===== src/rtl/ones_frame_accumulator.sv =====
// ones_frame_accumulator
//   Sums per-word population counts across a frame. A frame ends on the
//   in_last beat, or it is force-closed when it reaches MAX_WORDS beats. The
//   frame result is then held on the outputs until downstream accepts it.
//
// Ports
//   clk        rising-edge clock
//   reset      asynchronous, active-high reset
//   in_valid   a beat is present on the input
//   in_ready   the block accepts a beat this cycle (high only in ACCUM)
//   in_count   ones count of the current word (0..DATA_WIDTH)
//   in_last    current beat is the final beat of its frame
//   out_valid  frame result is held on the outputs
//   out_ready  downstream accepts the frame result
//   out_total  sum of in_count over the frame
//   out_words  number of beats in the frame (1..MAX_WORDS)
//   out_err    frame was force-closed at MAX_WORDS without in_last
module ones_frame_accumulator #(
  parameter  int DATA_WIDTH = 8,
  parameter  int MAX_WORDS  = 16,
  localparam int CNT_WIDTH  = $clog2(DATA_WIDTH) + 1,
  localparam int SUM_WIDTH  = $clog2(DATA_WIDTH * MAX_WORDS + 1),
  localparam int WC_WIDTH   = $clog2(MAX_WORDS) + 1
) (
  input  logic                 clk,
  input  logic                 reset,
  input  logic                 in_valid,
  output logic                 in_ready,
  input  logic [CNT_WIDTH-1:0] in_count,
  input  logic                 in_last,
  output logic                 out_valid,
  input  logic                 out_ready,
  output logic [SUM_WIDTH-1:0] out_total,
  output logic [WC_WIDTH-1:0]  out_words,
  output logic                 out_err
);

  typedef enum logic {ACCUM = 1'b0, HOLD = 1'b1} state_t;

  state_t               state, state_nxt;
  logic [SUM_WIDTH-1:0] acc, acc_nxt, sum_next, total_nxt;
  logic [WC_WIDTH-1:0]  wc, wc_nxt, wc_next, words_nxt;
  logic                 err_nxt, valid_nxt;
  logic                 accept, close;

  // Pure decode of the state flop: no path from out_ready into in_ready.
  assign in_ready = (state == ACCUM);
  assign accept   = in_valid && in_ready;

  // in_count is added unmodified; out-of-range counts are an upstream error.
  assign sum_next = acc + SUM_WIDTH'(in_count);
  assign wc_next  = wc + WC_WIDTH'(1);
  assign close    = in_last || (wc_next == WC_WIDTH'(MAX_WORDS));

  always_comb begin
    state_nxt = state;
    acc_nxt   = acc;
    wc_nxt    = wc;
    total_nxt = out_total;
    words_nxt = out_words;
    err_nxt   = out_err;
    valid_nxt = out_valid;
    case (state)
      ACCUM: begin
        if (accept) begin
          if (close) begin
            total_nxt = sum_next;
            words_nxt = wc_next;
            // A last beat landing exactly on the limit is a legal end.
            err_nxt   = !in_last;
            valid_nxt = 1'b1;
            acc_nxt   = '0;
            wc_nxt    = '0;
            state_nxt = HOLD;
          end else begin
            acc_nxt = sum_next;
            wc_nxt  = wc_next;
          end
        end
      end
      HOLD: begin
        // Result fields are left untouched after the handshake.
        if (out_valid && out_ready) begin
          valid_nxt = 1'b0;
          state_nxt = ACCUM;
        end
      end
      default: state_nxt = ACCUM;
    endcase
  end

  always_ff @(posedge clk or posedge reset) begin
    if (reset) begin
      state     <= ACCUM;
      acc       <= '0;
      wc        <= '0;
      out_total <= '0;
      out_words <= '0;
      out_err   <= 1'b0;
      out_valid <= 1'b0;
    end else begin
      state     <= state_nxt;
      acc       <= acc_nxt;
      wc        <= wc_nxt;
      out_total <= total_nxt;
      out_words <= words_nxt;
      out_err   <= err_nxt;
      out_valid <= valid_nxt;
    end
  end

endmodule

===== config.mk =====
export PLATFORM = sky130hd
export DESIGN_NAME = ones_frame_accumulator
export DESIGN_NICKNAME = d
export VERILOG_FILES = /design/src/rtl/ones_frame_accumulator.sv
export SDC_FILE = /design/constraint.sdc
export NUM_CORES = 1
export LEC_CHECK = 0
export ABC_CLOCK_PERIOD_IN_PS = 1900
export BUFFER_PORTS_ARGS = -buffer_cell sky130_fd_sc_hd__clkbuf_2
export CORE_MARGIN = 4
export CORE_UTILIZATION = 50
export DETAILED_ROUTE_END_ITERATION = 8
export GPL_TIMING_DRIVEN = 1
export PLACE_DENSITY = 0.71
export SYNTH_ARGS = -nofsm -noshare
export SYNTH_HDL_FRONTEND = slang
export SYNTH_SLANG_ARGS = --single-unit

===== constraint.sdc =====
create_clock -name clk -period 1.9 [get_ports clk]
set_input_delay 0.285 -clock clk [delete_from_list [all_inputs] [get_ports clk]]
set_output_delay 0.285 -clock clk [all_outputs]
set_load 0.03 [all_outputs]

==> results.py <==
metrics = {
    "yosys": {
        "synth_edf_count": 0,
        "synth-seq-cells": 29,
        "synth_area_um2": 1533,
        "ys_types": 39,
        "synth_fp_nets": 160,
        "synth_flop_cell": "dfrtp_1",
        "yosysTopAreaCellShare_pct": 47.35,
        "synth.top_cells.by_count": "dfrtp_1 (29), inv_1 (12), nand2_1 (11)",
        "avgSynthCellArea_um2": 10.57,
        "postSynthCellCount": 145,
        "ys_seq_area_share_pct": 47.35,
        "synth_async_sr_flop_share_pct": 100.0,
        "yosys_warnings": 0,
        "yosysMostFrequentCell": "dfrtp_1",
        "synth_top_area_cell": "dfrtp_1",
        "synthTopCellsByArea": "dfrtp_1 (47%), ha_1 (4.1%), o21ai_0 (3.3%)",
    },
    "sta": {
        "setup_tns_ps": 0,
        "slew_viol_final": 0,
        "hold_viol_final": 2,
        "period_needed_ps": 1797,
        "rsz0062_at_grt": "false",
        "finClkSkew_ps": 9.289,
        "slew_headroom_pct": 72.01,
        "fin_hold_ws_ps": -2.547,
        "setup_viol": 0,
        "period_share_pct": 94.60,
        "tightest_slew_ps": 417.3,
        "clock.fmax_mhz": 556.4,
    },
    "routing": {
        "ant_nets": 0,
        "drt_iter0_markers": 54,
        "drt-vias-per-instance": 5.793,
        "dr.pass1.iters": 4,
        "avgRoutedWirePerCell_um": 15.89,
        "vias": 1234,
        "finalWirelength_um": 3384,
        "drc_errors": 0,
    },
    "power": {
        "p_leak_uw": 0.0009062,
        "pwr-share-seq_pct": 38.2,
        "total_power_uw": 2684,
        "vdd_drop_max_v": 0.0009844,
        "switching_share_pct": 42.97,
        "clkPwrFrac_pct": 13.9,
        "p_int_uw": 1531,
        "pwr_density_cell_nw_per_um2": 1490,
        "comb_power_share_pct": 47.9,
        "p_sw_uw": 1153,
    },
    "clock_tree": {
        "clockBufferDepth": 2,
        "cts_max_level": 2,
        "insertion_delay_ps": 320,
        "cts.clk_slew.worst_paths_ps": 90,
        "cts_buffers": 5,
        "cts_hold_buf": 0,
        "cts.root.buffer_cell": "clkbuf_4",
        "cts_tree": "built",
        "clkSinkCount": 29,
    },
    "floorplan": {
        "fp.dieW_um": 63.37,
        "core-area_um2": 2853,
        "row_count": 19,
        "dieArea_um2": 4015,
        "start_util_pct": 53.73,
        "dieHeight_um": 63.37,
        "ios": 25,
    },
    "finish": {
        "n_fill_cell": 259,
        "postLayoutCellArea_um2": 1802,
        "antennaDiodeCount": 0,
        "utilization_pct": 63.16,
        "area_delta_synth_final_pct": 17.55,
        "drive_above_1_share_pct": 26.92,
        "nNetsFinal": 197,
    },
    "setup_path": {
        "crit_type": "reg2reg",
        "critPathArrivalTime_ps": 2010,
        "end_kind": "flip-flop",
        "cp.required_ps": 2110,
        "start_kind": "flip-flop",
        "r2r_cells": 5,
        "cp_max_fo": 4,
    },
    "outcome": {
        "failed_checks": "hold timing",
        "outcome": "finished, violations left",
    },
    "placed_design": {
        "hpwl_um": 2532,
        "gp_congestion": 0.7840,
        "numPortBuffers": 24,
        "postPlaceCellArea_um2": 1729,
    },
    "worst_hold_path": {
        "holdCritPathClass": "in2async",
    },
    "global_routing": {
        "grt_pass1_vias": 1321,
        "grt_use_total_pct": 19.21,
        "grt.overflow.total": 0,
        "grt_max_degree": 30,
        "grt_pass1_wl_um": 5934,
        "antenna_found_initial": 0,
    },
    "flow_run": {
        "drv_cap": 0,
    },
}
## path summary, 6_finish.rpt
check	start	to	slack [ps]
worst max-delay path	acc[2]	out_total[5]	100
worst min-delay path	reset	acc[6]	-3
worst max register to register	acc[2]	out_total[5]	100
worst min register to register	out_words[1]	out_words[1]	490
max in group asynchronous	reset	out_total[6]	1620
min in group clk	out_ready	state	250
## metal layers
layer | GRT usage [%] | wire length [µm]
met1 | 23.03 | 1510
met2 | 31.16 | 1643
met3 | 6.750 | 182
met4 | 8.086 | 47
met5 | 0 | 0
## state kept, by name, summed over array words and instances (netlist names)
register,cells
acc,8
out_err,1
out_words,5
state,1
wc,5
out_valid,1
out_total,8
## cells by family after synthesis
kind of cell	after synthesis	share of synthesized area [%]
compound gates	45	21.39
simple gates	32	10.12
flops	29	47.35
xor+xnor	7	4.000
fa+ha+maj	6	5.388
mux	10	7.346
buf+inv	16	4.408
## critical path: stages, from the launching register on
cell	delay, ps
dfrtp_1	410
ha_1	330
and3_1	200
a211o_1	320
xnor2_1	170
mux2_2	260
## final cells by class
class | count | area [µm²] | share of cell area, %
Sequential cell | 29 | 725.7 | 40.28
Clock buffer | 7 | 55.05 | 3.056
Tap cell | 31 | 38.79 | 2.153
Inverter | 12 | 45.04 | 2.500
Timing Repair Buffer | 34 | 195.2 | 10.83
Multi-Input combinational cell | 100 | 742.0 | 41.18
## placed cells by master, fill, tap and decap left out, types with 2 or more instances in the layout
| cell type | netlist | final |
|---|---|---|
| a211oi_1 | 4 | 4 |
| a21o_1 | 3 | 3 |
| a21oi_1 | 4 | 4 |
| a22o_1 | 4 | 4 |
| a22oi_1 | 3 | 3 |
| and2_1 | 2 | 2 |
| and3_1 | 2 | 2 |
| buf_4 | 0 | 10 |
| clkbuf_2 | 0 | 24 |
| clkbuf_4 | 0 | 5 |
| dfrtp_1 | 29 | 29 |
| ha_1 | 5 | 5 |
| inv_1 | 12 | 12 |
| mux2_1 | 3 | 3 |
| mux2_2 | 3 | 3 |
| mux2i_1 | 3 | 3 |
| nand2_1 | 11 | 11 |
| nand2b_1 | 3 | 3 |
| nand3_1 | 4 | 4 |
| nor2_1 | 6 | 6 |
| o2111ai_1 | 2 | 2 |
| o211a_1 | 2 | 2 |
| o211ai_1 | 2 | 2 |
| o21a_1 | 2 | 2 |
| o21ai_0 | 10 | 10 |
| o221ai_1 | 2 | 2 |
| xnor2_1 | 3 | 3 |
| xor2_1 | 4 | 4 |
## repair_timing
item	CTS	global route
buffers inserted	0	2
setup endpoints to repair	0	5
gates resized for setup	0	1
## power groups by stage
stage	clock network, µW	registers, µW	logic [µW]
5_1_grt	431	1070	1410
2_1_floorplan	0	1270	648
3_5_place_dp	0	1040	1280
6_report	373	1020	1290
3_3_place_gp	0	1020	1230
4_1_cts	389	1030	1280
## metrics by stage
step / hold WS (ps) / cells / setup slack [ps]
3_3_place_gp: 349.2 / 204 / 104.3
3_5_place_dp: 356.3 / 204 / 79.23
2_1_floorplan: 363.1 / 145 / 178.0
5_1_grt: 26.27 / 213 / 19.76
4_1_cts: 4.691 / 211 / 65.00
6_report: -2.547 / 213 / 102.6
Note: power is estimated with default switching activity, not from simulation.
